--- src/rtl/alu_dispatch_if.sv ---
// rtl/alu_dispatch_if.sv - request/response and dALU signal bundle for alu_dispatch
// slave is the dispatcher side; master is the CPU stage plus dALU side.
interface alu_dispatch_if #(
  parameter int TAG_W = 3
);
  logic             req_valid;
  logic             req_ready;
  logic [7:0]       req_op;
  logic [15:0]      req_a;
  logic [15:0]      req_b;
  logic [TAG_W-1:0] req_tag;
  logic [15:0]      alu_a;
  logic [15:0]      alu_b;
  logic [7:0]       alu_op;
  logic             alu_cf;
  logic [15:0]      alu_acc;
  logic [15:0]      alu_c;
  logic             alu_c_flag;
  logic             alu_z_flag;
  logic             alu_o_flag;
  logic             rsp_valid;
  logic             rsp_ready;
  logic [15:0]      rsp_acc;
  logic [15:0]      rsp_hi;
  logic [TAG_W-1:0] rsp_tag;
  logic             rsp_err;
  logic             flag_c;
  logic             flag_z;
  logic             flag_o;

  modport slave (
    input  req_valid, req_op, req_a, req_b, req_tag, rsp_ready,
           alu_acc, alu_c, alu_c_flag, alu_z_flag, alu_o_flag,
    output req_ready, alu_a, alu_b, alu_op, alu_cf,
           rsp_valid, rsp_acc, rsp_hi, rsp_tag, rsp_err, flag_c, flag_z, flag_o
  );

  modport master (
    output req_valid, req_op, req_a, req_b, req_tag, rsp_ready,
           alu_acc, alu_c, alu_c_flag, alu_z_flag, alu_o_flag,
    input  req_ready, alu_a, alu_b, alu_op, alu_cf,
           rsp_valid, rsp_acc, rsp_hi, rsp_tag, rsp_err, flag_c, flag_z, flag_o
  );
endinterface

--- src/rtl/alu_dispatch.sv ---
// rtl/alu_dispatch.sv - one-at-a-time dALU dispatcher holding the C/Z/O flags register
// Define ALU_DISPATCH_DIVZERO_EN to trap divides by zero before they reach the ALU.
module alu_dispatch #(
  parameter int ALU_LAT = 1,
  parameter int TAG_W   = 3
) (
  input  logic         clk,
  input  logic         rst_n,
  alu_dispatch_if.slave bus
);
  typedef enum logic [1:0] {S_IDLE, S_ISSUE, S_WAIT, S_RESP} state_t;

  localparam int         CNT_W  = $clog2(ALU_LAT + 1) + 1;
  localparam logic [7:0] OP_ADD = 8'd1, OP_ADC = 8'd2, OP_SUB = 8'd3, OP_SUC = 8'd4;
  localparam logic [7:0] OP_MUL8 = 8'd5, OP_MUL6 = 8'd6, OP_DIV8 = 8'd7, OP_DIV6 = 8'd8;
  localparam logic [7:0] OP_CMP = 8'd9;

  state_t           r_state;
  logic [7:0]       r_op;
  logic [CNT_W-1:0] r_cnt;
  logic             r_req_ready;
  logic [7:0]       r_alu_op;
  logic [15:0]      r_alu_a, r_alu_b;
  logic             r_alu_cf;
  logic             r_rsp_valid;
  logic [15:0]      r_rsp_acc, r_rsp_hi;
  logic [TAG_W-1:0] r_rsp_tag;
  logic             r_rsp_err;
  logic             r_flag_c, r_flag_z, r_flag_o;
  logic             w_legal;
  logic             w_divzero;

  assign w_legal = (bus.req_op >= OP_ADD) && (bus.req_op <= OP_CMP);

`ifdef ALU_DISPATCH_DIVZERO_EN
  assign w_divzero = ((bus.req_op == OP_DIV8) && (bus.req_b[7:0] == 8'd0)) ||
                     ((bus.req_op == OP_DIV6) && (bus.req_b == 16'd0));
`else
  assign w_divzero = 1'b0;
`endif

  always_ff @(posedge clk or negedge rst_n) begin
    if (!rst_n) begin
      r_state     <= S_IDLE;
      r_op        <= 8'd0;
      r_cnt       <= '0;
      r_req_ready <= 1'b1;
      r_alu_op    <= 8'd0;
      r_alu_a     <= 16'd0;
      r_alu_b     <= 16'd0;
      r_alu_cf    <= 1'b0;
      r_rsp_valid <= 1'b0;
      r_rsp_acc   <= 16'd0;
      r_rsp_hi    <= 16'd0;
      r_rsp_tag   <= '0;
      r_rsp_err   <= 1'b0;
      r_flag_c    <= 1'b0;
      r_flag_z    <= 1'b0;
      r_flag_o    <= 1'b0;
    end else begin
      case (r_state)
        S_IDLE: begin
          if (bus.req_valid) begin
            r_req_ready <= 1'b0;
            r_op        <= bus.req_op;
            r_rsp_tag   <= bus.req_tag;
            if (!w_legal || w_divzero) begin
              // Rejected ops answer immediately and never touch the ALU or the flags.
              r_rsp_valid <= 1'b1;
              r_rsp_err   <= 1'b1;
              r_rsp_acc   <= w_legal ? 16'hFFFF : 16'd0;
              r_rsp_hi    <= w_legal ? 16'hFFFF : 16'd0;
              r_state     <= S_RESP;
            end else begin
              r_alu_op <= bus.req_op;
              r_alu_a  <= bus.req_a;
              r_alu_b  <= bus.req_b;
              r_alu_cf <= r_flag_c;
              r_state  <= S_ISSUE;
            end
          end
        end
        S_ISSUE: begin
          r_alu_op <= 8'd0;
          r_cnt    <= '0;
          r_state  <= S_WAIT;
        end
        S_WAIT: begin
          if (r_cnt == CNT_W'(ALU_LAT)) begin
            r_rsp_valid <= 1'b1;
            r_rsp_err   <= 1'b0;
            r_rsp_acc   <= bus.alu_acc;
            r_rsp_hi    <= ((r_op == OP_MUL6) || (r_op == OP_DIV6)) ? bus.alu_c : 16'd0;
            case (r_op)
              OP_ADD, OP_ADC, OP_SUB, OP_SUC, OP_CMP: begin
                r_flag_c <= bus.alu_c_flag;
                r_flag_z <= bus.alu_z_flag;
                r_flag_o <= bus.alu_o_flag;
              end
              OP_MUL8, OP_MUL6, OP_DIV8, OP_DIV6: r_flag_z <= bus.alu_z_flag;
              default: ;
            endcase
            r_state <= S_RESP;
          end else begin
            r_cnt <= r_cnt + 1'b1;
          end
        end
        S_RESP: begin
          if (bus.rsp_ready) begin
            r_rsp_valid <= 1'b0;
            r_req_ready <= 1'b1;
            r_state     <= S_IDLE;
          end
        end
        default: r_state <= S_IDLE;
      endcase
    end
  end

  assign bus.req_ready = r_req_ready;
  assign bus.alu_op    = r_alu_op;
  assign bus.alu_a     = r_alu_a;
  assign bus.alu_b     = r_alu_b;
  assign bus.alu_cf    = r_alu_cf;
  assign bus.rsp_valid = r_rsp_valid;
  assign bus.rsp_acc   = r_rsp_acc;
  assign bus.rsp_hi    = r_rsp_hi;
  assign bus.rsp_tag   = r_rsp_tag;
  assign bus.rsp_err   = r_rsp_err;
  assign bus.flag_c    = r_flag_c;
  assign bus.flag_z    = r_flag_z;
  assign bus.flag_o    = r_flag_o;
endmodule

--- src/flat_wrapper.sv ---
// flat-port wrapper written by rule: the top's interface ports become plain ports
module alu_dispatch_flat 
#(
  parameter int ALU_LAT = 1,
  parameter int TAG_W   = 3
)
  (clk, rst_n, bus_req_valid, bus_req_op, bus_req_a, bus_req_b, bus_req_tag, bus_rsp_ready, bus_alu_acc, bus_alu_c, bus_alu_c_flag, bus_alu_z_flag, bus_alu_o_flag, bus_req_ready, bus_alu_a, bus_alu_b, bus_alu_op, bus_alu_cf, bus_rsp_valid, bus_rsp_acc, bus_rsp_hi, bus_rsp_tag, bus_rsp_err, bus_flag_c, bus_flag_z, bus_flag_o);
  alu_dispatch_if #(.TAG_W(TAG_W)) bus_i ();
  input  logic clk;
  input  logic rst_n;
  input wire logic [$bits(bus_i.req_valid)-1:0] bus_req_valid;
  input wire logic [$bits(bus_i.req_op)-1:0] bus_req_op;
  input wire logic [$bits(bus_i.req_a)-1:0] bus_req_a;
  input wire logic [$bits(bus_i.req_b)-1:0] bus_req_b;
  input wire logic [$bits(bus_i.req_tag)-1:0] bus_req_tag;
  input wire logic [$bits(bus_i.rsp_ready)-1:0] bus_rsp_ready;
  input wire logic [$bits(bus_i.alu_acc)-1:0] bus_alu_acc;
  input wire logic [$bits(bus_i.alu_c)-1:0] bus_alu_c;
  input wire logic [$bits(bus_i.alu_c_flag)-1:0] bus_alu_c_flag;
  input wire logic [$bits(bus_i.alu_z_flag)-1:0] bus_alu_z_flag;
  input wire logic [$bits(bus_i.alu_o_flag)-1:0] bus_alu_o_flag;
  output wire logic [$bits(bus_i.req_ready)-1:0] bus_req_ready;
  output wire logic [$bits(bus_i.alu_a)-1:0] bus_alu_a;
  output wire logic [$bits(bus_i.alu_b)-1:0] bus_alu_b;
  output wire logic [$bits(bus_i.alu_op)-1:0] bus_alu_op;
  output wire logic [$bits(bus_i.alu_cf)-1:0] bus_alu_cf;
  output wire logic [$bits(bus_i.rsp_valid)-1:0] bus_rsp_valid;
  output wire logic [$bits(bus_i.rsp_acc)-1:0] bus_rsp_acc;
  output wire logic [$bits(bus_i.rsp_hi)-1:0] bus_rsp_hi;
  output wire logic [$bits(bus_i.rsp_tag)-1:0] bus_rsp_tag;
  output wire logic [$bits(bus_i.rsp_err)-1:0] bus_rsp_err;
  output wire logic [$bits(bus_i.flag_c)-1:0] bus_flag_c;
  output wire logic [$bits(bus_i.flag_z)-1:0] bus_flag_z;
  output wire logic [$bits(bus_i.flag_o)-1:0] bus_flag_o;
  assign bus_i.req_valid = bus_req_valid;
  assign bus_i.req_op = bus_req_op;
  assign bus_i.req_a = bus_req_a;
  assign bus_i.req_b = bus_req_b;
  assign bus_i.req_tag = bus_req_tag;
  assign bus_i.rsp_ready = bus_rsp_ready;
  assign bus_i.alu_acc = bus_alu_acc;
  assign bus_i.alu_c = bus_alu_c;
  assign bus_i.alu_c_flag = bus_alu_c_flag;
  assign bus_i.alu_z_flag = bus_alu_z_flag;
  assign bus_i.alu_o_flag = bus_alu_o_flag;
  assign bus_req_ready = bus_i.req_ready;
  assign bus_alu_a = bus_i.alu_a;
  assign bus_alu_b = bus_i.alu_b;
  assign bus_alu_op = bus_i.alu_op;
  assign bus_alu_cf = bus_i.alu_cf;
  assign bus_rsp_valid = bus_i.rsp_valid;
  assign bus_rsp_acc = bus_i.rsp_acc;
  assign bus_rsp_hi = bus_i.rsp_hi;
  assign bus_rsp_tag = bus_i.rsp_tag;
  assign bus_rsp_err = bus_i.rsp_err;
  assign bus_flag_c = bus_i.flag_c;
  assign bus_flag_z = bus_i.flag_z;
  assign bus_flag_o = bus_i.flag_o;
  alu_dispatch #(.ALU_LAT(ALU_LAT), .TAG_W(TAG_W)) u_core (.clk(clk), .rst_n(rst_n), .bus(bus_i));
endmodule
--- config.mk ---
export PLATFORM = sky130hd
export DESIGN_NAME = alu_dispatch_flat
export DESIGN_NICKNAME = d
export VERILOG_FILES = /design/src/rtl/alu_dispatch_if.sv /design/src/rtl/alu_dispatch.sv /design/src/flat_wrapper.sv
export SDC_FILE = /design/constraint.sdc
export NUM_CORES = 1
export LEC_CHECK = 0
export CAP_MARGIN = 20
export CORE_MARGIN = 4
export CORE_UTILIZATION = 43
export DETAILED_ROUTE_END_ITERATION = 7
export PLACE_DENSITY = 0.77
export SLEW_MARGIN = 20
export SYNTH_ARGS = -nofsm -noshare
export SYNTH_HDL_FRONTEND = slang
export SYNTH_SLANG_ARGS = --single-unit
--- constraint.sdc ---
create_clock -name clk -period 2.9 [get_ports clk]
set_input_delay 0.87 -clock clk [delete_from_list [all_inputs] [get_ports clk]]
set_output_delay 0.87 -clock clk [all_outputs]
set_load 0.03 [all_outputs]
* After elaboration in Yosys (flattened, before gate mapping)
Index checks and enable logic that the tools add are counted.
Cells by class: $lt $le $gt $ge 2, add/sub/neg operators 1, multiplexer cells 27, reduce and logical (&&, ||, !) cells 20, divide/modulo/power cells 0, bitwise operators 0, multiply operators 0, shifts and indexed selects 0, equality and inequality tests 19
Operators with widths (count):
- 16-bit two-way mux | 5
- 16-bit one-hot mux with 2 select lines | 2
- 8-bit by 3-bit == test with 1-bit output, second input constant | 4
- 3-bit AND reduction | 6
- 8-bit by 2-bit == test with 1-bit output, second input constant | 2
- 8-bit by 4-bit == test with 1-bit output, second input constant | 2
- 8-bit two-way mux | 2
- 8-bit one-hot mux with 2 select lines | 1
- 2-bit two-way mux | 5
- 9-bit OR reduction | 1
- 8-bit by 1-bit == test with 1-bit output, second input constant | 1
- 8-bit by 1-bit >= comparator with 1-bit output, second input constant | 1
- 8-bit by 4-bit <= comparator with 1-bit output, second input constant | 1
- 2-bit inequality test, second input constant | 4
- 2-bit one-hot mux with 4 select lines | 1
- 2-bit nonzero test | 4
- 1-bit two-way mux | 7
- 5-bit AND reduction | 1
- 5-bit OR reduction | 1
- 2-bit by 1-bit == test with 1-bit output, second input constant | 2
- 2-bit == test, second input constant | 2
- 2-bit by 1-bit inequality test with 1-bit output, second input constant | 2
- 1-bit one-hot mux with 2 select lines | 2
- 2-bit one-hot mux with 2 select lines | 1
- 8 further kinds | 9
Word-level totals: register bits 94, memories 0, output and inout bits 82, bits in writable memories 0, logic and storage cells 85, latch bits 0, ROM bits 0, input bits 82

* Depth between registers and ports, before layout
depth after elaboration 5, gate-level depth with buffers 9, depth with buffers taken out 6

* Worst setup path after synthesis
Ideal clock, no wire load.
kind input port to flip-flop, start point in bus_req_op[2], end point reg u_core.r_rsp_acc[13], in the netlist u_core.bus.rsp_acc[13], setup time 0.121 ns, stages 6, path slack 0.413 ns, path buffers 2, data required time 2.779 ns, data arrival time 2.366 ns, cells stage by stage or4_4 -> and4_4 -> or3_1 -> buf_6 -> buf_6 -> a22o_1
On the way: cells in the longest elaborated chain, start to end 4, elaborated cells between the ends (all ways) 5, classes of those cells order compare: 2; eq/ne: 1; reduce/logical: 2
RTL lines:
- start, declared | RTL line flat_wrapper.sv:12 | input wire logic [$bits(bus_i.req_op)-1:0] bus_req_op;
- 8-bit by 1-bit >= comparator with 1-bit output / 8-bit by 4-bit <= comparator with 1-bit output (equally long branches) | RTL line alu_dispatch.sv:33 | assign w_legal = (bus.req_op >= OP_ADD) && (bus.req_op <= OP_CMP);
- 1-bit logical AND (*) | RTL line alu_dispatch.sv:33
- 2-bit inequality test (no source line) (*)
- 4-bit AND reduction (no source line) (*)
- end signal, assigned | RTL line alu_dispatch.sv:71 | r_rsp_acc <= w_legal ? 16'hFFFF : 16'd0;
- end signal, assigned | RTL line alu_dispatch.sv:92 | r_rsp_acc <= bus.alu_acc;
- end, declared | RTL line alu_dispatch.sv:26 | logic [15:0] r_rsp_acc, r_rsp_hi;
Mark *: on every way between the ends. The rest lies on a longest branch, timed or not. A chain may end at the register's enable or synchronous reset.

* Worst setup path after layout
start point in bus_req_op[2], end point reg u_core.r_rsp_acc[4], in the netlist u_core.bus.rsp_acc[4]
Same word-level chain as after synthesis.

==> qor.yml <==
status:
  status: "complete, no violations"
cts:
  cts_root_buf: "clkbuf_8"
  clk_path_buf_depth: 2
  clkTransAtPathRegs_ns: 0.08
  h-tree-depth: 3
  tritoncts: "done"
  cts_sinks: 94
  cts.repair.resized: 0
  holdBufCountCts: 0
  clock_latency_ns: 0.35
  cts_setup_buffers: 0
  cts_buffers: 9
place:
  dp_hpwl_um: 7426
  dp_slack_ns: -0.08351
  portBuffers: 163
  place_inst: 562
  routabilityCongestion: 0.8118
  place_area_mm2: 0.005734
global_route:
  grt_max_degree: 42
  grt_antenna_before_repair: 0
  grt_pass1_vias: 2940
  grt_first_pass_wirelength_um: 14900
  grtUsageTotal: 0.1809
  grt-ovfl-total: 0
drt:
  via_per_inst: 4.991
  initialDrtViolationCount: 68
  drcViolationCount: 0
  vias: 2880
  first_pass_iters: 4
  wl_um: 9754
  antenna_left: 0
  wl_per_cell_um: 16.90
flow_run:
  max_cap_viol_count: 0
layout:
  drive_gt1_frac: 0.1770
  fillerInstances: 683
  stdcell_area_mm2: 0.005938
  layout_common_cells: "clkdlybuf4s50_1 (162), dfrtp_1 (93), mux2_2 (47)"
  final_cell_count_no_fill: 577
  n_antenna_cell: 0
  layout_commonest_cell: "clkdlybuf4s50_1"
  seqCellArea_mm2: 0.002354
  final_util: 0.6776
  area_growth_pct: 52.07
  multi_input_area_mm2: 0.001379
  final_nets: 552
synth:
  synth_top_area_cell: "dfrtp_1"
  synth_seq_cells: 94
  synth_compound_area_frac: 0.07145
  synthAdderAreaFrac: 0.01602
  synth_nets: 377
  synth_top_family_by_area: "multiplexers"
  synth_area_mm2: 0.003905
  ys_seq_area_frac: 0.6027
  syn_inst: 290
  ys_top_cells_by_area: "dfrtp_1 (60%), mux2_2 (14%), mux2i_1 (5.9%), a22o_1 (3.8%), inv_1 (2.3%)"
  avgSynthCellArea_um2: 13.47
  synthSimpleGateAreaFrac: 0.06889
  synth_mux_area_frac: 0.1945
  synth_xor_xnor_area_share: 0.002243
  synth-warning-count: 0
  ys_types: 35
  yosys.area.top_type_share: 0.5960
power_and_ir_drop:
  power.density_mw_per_mm2: 903.2
  ir_drop_v: 0.0004038
  p_total_mw: 5.363
  p_leak_nw: 2.703
setup_path:
  worst_setup_path_end_kind: "flip-flop"
  ff2ff_path_depth: 6
  worst-path-buf-inv: 2
  worstSetupPathType: "input port to flip-flop"
  arrival_ns: 2.86
  cp.depth: 6
  critPathMaxStageDelay_ns: 0.56
  critPathTopFamily: "simple AND/OR/NAND/NOR gates"
  cp_slowest_cell: "or4_4"
  required_ns: 3.13
  crit_chain: "clkdlybuf4s50_1 > or4_4 > and4_4 > or3_1 > buf_12 > a22o_1"
  reg2reg_from: "u_core.r_state[0]$_DFFE_PN0P_"
  critPathLaunchType: "input port"
  crit_start: "bus_req_op[2]"
  crit_fanout: 33
floorplan:
  start_util: 0.4456
  dieHeight_um: 103.3
  core_mm2: 0.008763
  row_count: 34
  io_pins: 164
  die_area_mm2: 0.01067
  die_w_um: 103.3
timing:
  timing.slew.headroom: 0.6327
  worstMarginPinSlew_ns: 0.5509
  hold_viol: 0
  skew_ns: 0.01113
  rsz0062_at_grt: "no"
  final_max_slew_viol_count: 0
  fin_hold_ws_ns: 0.4979
  fin_tns_setup_ns: 0
  period_minus_slack_ns: 2.627
  max_freq_ghz: 0.3807
  min_period_over_period: 0.9058
  setup_viol: 0
  setup_slack_ns: 0.2732
min_path:
  hp-class: "input port to async pin"
## layout make-up
cell class	count	area share
Clock buffer	11	0.02212
Clock inverter	4	0.01222
Inverter	24	0.01517
Multi-Input combinational cell	160	0.2322
Sequential cell	94	0.3963
Tap cell	108	0.02276
Timing Repair Buffer	176	0.2992
## cell families (layout without fill, tap and decap cells)
family                     Yosys count  count (layout)
AOI/OAI and AO/OA                   35              35
xor gates and xnor gates             1               1
adders and majority gates            5               5
buffers and inverters               36             215
DFF                                 94              94
muxes                               70              70
and+or+nand+nor                     49              49
## final timing paths
check / end / slack, ns
worst min-delay path: u_core.bus.rsp_hi[2]$_DFFE_PN0P_ / 0.50
min in group clk: u_core.bus.alu_op[5]$_DFFE_PN0P_ / 0.50
max in group asynchronous: u_core.bus.req_ready$_DFFE_PN1P_ / 1.69
worst max register to register: u_core.bus.flag_o$_DFFE_PN0P_ / 0.55
worst min register to register: u_core.bus.alu_op[5]$_DFFE_PN0P_ / 0.50
worst max-delay path: u_core.bus.rsp_acc[4]$_DFFE_PN0P_ / 0.27
## state kept, by name (all words and copies together), names as in the netlist, 2 cells and up
signal              cells
u_core.bus.rsp_hi      16
u_core.bus.alu_a       16
u_core.bus.rsp_tag      3
u_core.r_op             8
u_core.bus.alu_b       16
u_core.bus.rsp_acc     16
u_core.r_state          2
u_core.r_cnt            2
u_core.bus.alu_op       8
## synthesized netlist by cell type
library cell	instances
inv_1	24
nor3b_1	4
o21ai_0	6
nand3_1	4
a21boi_0	1
or2_2	2
nor4b_1	1
ha_1	5
nor2_1	5
nand2_1	18
o21a_1	1
mux2_2	47
buf_6	4
a2111oi_4	1
xor2_1	1
a21oi_1	4
o22ai_1	2
or3b_2	2
and4_4	1
mux2i_1	23
nor3_1	2
or4_4	1
dfrtp_1	93
nand4_1	1
a22o_1	17
o31ai_1	1
o41ai_1	1
buf_2	6
or3_1	2
clkbuf_1	2
o2bb2ai_1	1
nand3b_1	1
and2_1	4
dfstp_2	1
nor3_2	1
## power by group
part	internal [mW]	leakage, nW	switching [mW]
Combinational	1.21	1.36	1.32
Sequential	1.69	1.24	0.242
Clock	0.481	0.0994	0.421
## metal layers
metal  GRT usage  part of all wire
met5           0                 0
met1      0.2337              0.41
met4     0.06673            0.0092
met3     0.05433              0.10
met2      0.2891              0.48
## worst register-to-register path: stages, from the launching register on
cell,delay [ns]
dfrtp_1,0.41
inv_1,0.11
ha_1,0.25
or3b_2,0.51
or3_1,0.38
nor2_1,0.22
mux2_2,0.36
(Power assumes the default switching activity.)
